### config.mk
export PLATFORM = sky130hd
export DESIGN_NAME = decoder
export DESIGN_NICKNAME = d
export VERILOG_FILES = /design/src/rtl/decoder_pkg.sv /design/src/rtl/decoder_core.sv /design/src/rtl/decoder.sv
export SDC_FILE = /design/constraint.sdc
export NUM_CORES = 1
export LEC_CHECK = 0
export CORE_ASPECT_RATIO = 0.8
export CORE_MARGIN = 10
export CORE_UTILIZATION = 42
export DETAILED_ROUTE_END_ITERATION = 8
export PLACE_DENSITY = 0.94
export SLEW_MARGIN = 20
export SYNTH_ARGS = -nofsm -noshare
export SYNTH_HDL_FRONTEND = slang
export SYNTH_SLANG_ARGS = --single-unit
### constraint.sdc
create_clock -name clk -period 1.52 [get_ports clk]
set_clock_uncertainty 0.05 [all_clocks]
set_input_delay 0.304 -clock clk [delete_from_list [all_inputs] [get_ports clk]]
set_output_delay 0.304 -clock clk [all_outputs]
set_load 0.01 [all_outputs]
### src/rtl/decoder_pkg.sv
// Shared constants and the one-hot helper for the decoder block.
// Latency: n/a (package only).
// Backpressure: n/a (package only).
package decoder_pkg;

  // Default width of the binary select; legal range is 1..8.
  localparam int DEFAULT_ENCODE_WIDTH = 4;
  localparam int MAX_ENCODE_WIDTH     = 8;
  localparam int MAX_DECODE_WIDTH     = 1 << MAX_ENCODE_WIDTH;

  // Returns 1 << idx at the widest supported decode width. Callers cast the
  // result down to their own DECODE_WIDTH, so one function serves every
  // ENCODE_WIDTH. A shift by an X/Z amount yields all-X in 4-state
  // simulation, so unknown selects are never silently decoded.
  function automatic logic [MAX_DECODE_WIDTH-1:0] onehot(input logic [MAX_ENCODE_WIDTH-1:0] idx);
    return {{(MAX_DECODE_WIDTH-1){1'b0}}, 1'b1} << idx;
  endfunction

endpackage

### src/rtl/decoder_core.sv
// Pure combinational binary-to-one-hot decode.
// Latency: zero cycles, no state.
// Backpressure: none; the output always follows idx_i.
//
// Ports:
//   idx_i  binary index, ENCODE_WIDTH bits
//   dec_o  one-hot decode, DECODE_WIDTH bits
module decoder_core
  import decoder_pkg::*;
#(
  parameter int  ENCODE_WIDTH = DEFAULT_ENCODE_WIDTH,
  localparam int DECODE_WIDTH = 1 << ENCODE_WIDTH
) (
  input  logic [ENCODE_WIDTH-1:0] idx_i,
  output logic [DECODE_WIDTH-1:0] dec_o
);

  // Zero-extend to the helper's index width; X bits survive the extension so
  // an unknown select still produces an all-X decode.
  assign dec_o = DECODE_WIDTH'(onehot(MAX_ENCODE_WIDTH'(idx_i)));

endmodule

### src/rtl/decoder.sv
// Binary-to-one-hot decoder with a combinational output and a registered copy.
// Latency: out is zero-cycle; out_q/out_vld (and hist) update one clk after en.
// Backpressure: none; en captures unconditionally, clr wins over en.
//
// Ports:
//   clk, rst_n  clock and asynchronous active-low reset
//   in          binary index to decode
//   en, clr     capture enable / synchronous clear of the registered path
//   out         combinational one-hot of in
//   out_q       registered one-hot, out_vld set once a capture has happened
//   hist        sticky OR of all captures (only with DECODER_HIST_EN defined)
//
// Build option: define DECODER_HIST_EN to add the hist port and its register.
module decoder
  import decoder_pkg::*;
#(
  parameter int  ENCODE_WIDTH = DEFAULT_ENCODE_WIDTH,
  localparam int DECODE_WIDTH = 1 << ENCODE_WIDTH
) (
  input  logic                    clk,
  input  logic                    rst_n,
  input  logic [ENCODE_WIDTH-1:0] in,
  input  logic                    en,
  input  logic                    clr,
  output logic [DECODE_WIDTH-1:0] out,
  output logic [DECODE_WIDTH-1:0] out_q,
  output logic                    out_vld
`ifdef DECODER_HIST_EN
  ,
  output logic [DECODE_WIDTH-1:0] hist
`endif
);

  logic [DECODE_WIDTH-1:0] dec;
  logic [DECODE_WIDTH-1:0] dec_d, dec_q;
  logic                    vld_d, vld_q;

  decoder_core #(
    .ENCODE_WIDTH(ENCODE_WIDTH)
  ) u_core (
    .idx_i(in),
    .dec_o(dec)
  );

  // The combinational path depends on in only; reset, en and clr never touch it.
  assign out     = dec;
  assign out_q   = dec_q;
  assign out_vld = vld_q;

`ifdef DECODER_HIST_EN
  logic [DECODE_WIDTH-1:0] hist_d, hist_q;
  assign hist = hist_q;
`endif

  always_comb begin
    dec_d = dec_q;
    vld_d = vld_q;
`ifdef DECODER_HIST_EN
    hist_d = hist_q;
`endif
    // clr is checked first so it overrides a simultaneous capture.
    if (clr) begin
      dec_d = '0;
      vld_d = 1'b0;
`ifdef DECODER_HIST_EN
      hist_d = '0;
`endif
    end else if (en) begin
      dec_d = dec;
      vld_d = 1'b1;
`ifdef DECODER_HIST_EN
      hist_d = hist_q | dec;
`endif
    end
  end

  always_ff @(posedge clk or negedge rst_n) begin
    if (!rst_n) begin
      dec_q <= '0;
      vld_q <= 1'b0;
`ifdef DECODER_HIST_EN
      hist_q <= '0;
`endif
    end else begin
      dec_q <= dec_d;
      vld_q <= vld_d;
`ifdef DECODER_HIST_EN
      hist_q <= hist_d;
`endif
    end
  end

endmodule

==> metrics.md <==
| Metric | Value |
|---|---|
| Area Growth Syn to Fin | `61.95%` |
| Leading area contributor after synthesis | `dfrtp_1` |
| Clock transition at the registers of the reported paths | `100 ps` |
| Compound-Gate Fraction of Synth Area | `0.1633` |
| Final Cycle Share | `0.9859` |
| Seq pwr share | `0.517` |
| Core Area | `1909 µm²` |
| Worst hold path class | `in -> async` |
| CTS tree | `done` |
| R2R depth | `1` |
| Post-Syn Area | `858.3 µm²` |
| Routed len/inst | `19.92 µm` |
| H-Tree Depth | `1` |
| Crit path max fanout | `6` |
| Layout cells sized above 1 | `0.4370` |
| Site Rows | `14` |
| Seq/Total Area, Yosys | `0.4956` |
| Initial DRC Count | `15` |
| Routed Antenna Nets | `0` |
| Critical Path AT | `1140 ps` |
| Max-slew headroom | `0.7358` |
| Post-Synth XOR/XNOR Area | `0` |
| Most frequent cells in the layout | `dfrtp_1, dlygate4sd2_1, a22o_1` |
| Count of final setup violators | `0` |
| Sw frac | `0.2722` |
| Simple-Gate Fraction of Synth Area | `0.2799` |
| Worst R2R Setup Slack | `730 ps` |
| Worst skew pair latency | `290 ps` |
| Pre-antenna DRT Iters | `4` |
| Required time worst endpoint | `1170 ps` |
| Routability Congestion | `0.7225` |
| Syn_area_per_cell | `14.31 µm²` |
| Synth unique cells | `13` |
| Post-synthesis adder-cell area fraction | `0` |
| Routed via count | `810` |
| Leakage power | `0.0007849 µW` |
| RR Startpoint | `out_q[15]` |
| IO Pins | `41` |
| CP Class | `in -> out` |
| Pin count of the biggest net entering global routing | `18` |
| R2R Path End | `out_q[15]` |
| Fmax | `667.3 MHz` |
| Setup TNS | `0 ps` |
| Combinational power share | `0.208` |
| Post-synth top area share | `0.4956` |
| Initial antenna violation count | `0` |
| Switching Power | `244.2 µW` |
| Crit end category | `output port` |
| First-pass GRT wire length | `4457 µm` |
| Hpwl dp | `2083 µm` |
| Status | `finished, final reports clean` |
| Final Hold Vio Count | `0` |
| Crit path time final | `1499 ps` |
| Root Buffer | `clkbuf_4` |
| Critical Path Start Type | `input port` |
| Remaining Overflow, GRT | `0` |
| Total track usage | `0.1309` |
| Via density | `5.664` |
| Pwr Total | `897.1 µW` |
| Main area contributors after synthesis | `dfrtp_1, a22o_1, and4bb_1, nor4b_4, and4b_1` |
| Mapped Nets | `68` |
| PortBufs | `40` |
| Nets | `128` |
| Die ar. | `4263 µm²` |
| Ant diodes | `0` |
| Vias in the first global route | `854` |
| TritonCTS buffer count | `3` |
| Clk buf depth | `2` |
| Drt total wl | `2848 µm` |
| Clock power share | `0.275` |
| Initial Utilization | `0.4495` |
| Combinational family with the most area after synthesis | `simple AND/OR/NAND/NOR gates` |
| Peak VDD IR | `0.4082 mV` |
| Sink Count | `17` |
| Die Height | `60.44 µm` |
| P_int | `652.9 µW` |
| Ys Warns | `0` |
| Cells after synthesis | `60` |
| Worst-margin pin slew | `395.3 ps` |
| # DRC | `0` |
| Die width | `70.54 µm` |
| Pins over their slew limit | `0` |
| #FFs+latches synth | `17` |
| Mux cell area share after synthesis | `0` |
| Max-Cap Viols | `0` |
| PwrDens | `645.4 nW/µm²` |
[stage by stage]
step	hold WS (ps)	setup slack (ps)	area (µm²)	util	cells
2_1_floorplan	-41.59	357.7	858.3	-	60
3_3_place_gp	425.9	-632.9	1356	0.7104	133
3_5_place_dp	433.2	-697.6	1356	0.7104	133
4_1_cts	286.4	5.920	1374	0.7195	141
5_1_grt	282.3	-12.71	1390	0.7280	143
6_report	273.5	21.36	1390	0.7280	143
[registers in the layout, indices dropped and copies added, names as in the netlist]
name / flops
out_q: 16
out_vld: 1
[cell usage after synthesis (all sizes together)]
library cell,count
and4,1
nor2,3
nor4b,4
dfrtp,17
buf,7
and4bb,6
nor4,1
nor2b,1
a22o,16
and4b,4
[layer usage]
layer | wire (µm) | global-route usage | vias up | share of wire
li1 | - | - | 363 | -
met1 | 1115 | 0.1383 | 411 | 0.39
met2 | 1467 | 0.2327 | 32 | 0.52
met3 | 216 | 0.05383 | 4 | 0.076
met4 | 48 | 0.05234 | 0 | 0.017
met5 | 0 | 0 | - | 0
[cells by family (layout without fill, tap and decap cells)]
| logic type | after synthesis | in the layout |
|---|---|---|
| simple gates | 20 | 20 |
| compound gates | 16 | 16 |
| buf+inv | 7 | 66 |
| flops | 17 | 17 |
[worst max-delay path: stages]
cell	delay [ps]
clkdlybuf4s15_2	220
buf_6	150
nor4_4	290
buf_2	190
[worst max-delay path by stage]
stage,startpoint,to,slack [ps],depth (start not counted)
floorplan,in[1],out[1],360,2
global placement,in[3],out[2],-630,4
detailed placement,in[3],out[0],-700,4
CTS,in[2],out[11],6,4
global route,in[2],out[2],-10,4
finish,in[2],out[0],20,4
[cell type report]
cell class	count	area [µm²]
fill	133	519.2
multi-input combinational	36	412.9
tap	24	30.03
sequential	17	425.4
clock buffer	4	26.28
timing repair buffer	62	495.5
[power groups by stage]
stage | clock, µW | combinational [µW] | sequential [µW]
global route | 267 | 200 | 465
finish | 247 | 187 | 464
floorplan | 0 | 72.8 | 476
global placement | 0 | 172 | 473
detailed placement | 0 | 179 | 473
CTS | 240 | 181 | 464
[what timing repair did]
action | CTS | global route
gates resized for setup | 103 | 6
pin swaps | 8 | 3
buffers inserted | 3 | 2
gates cloned | 1 | 0
setup endpoints to repair | 49 | 8
hold buffers | 0 | 0
No activity file was read; power rests on OpenSTA's default activity.
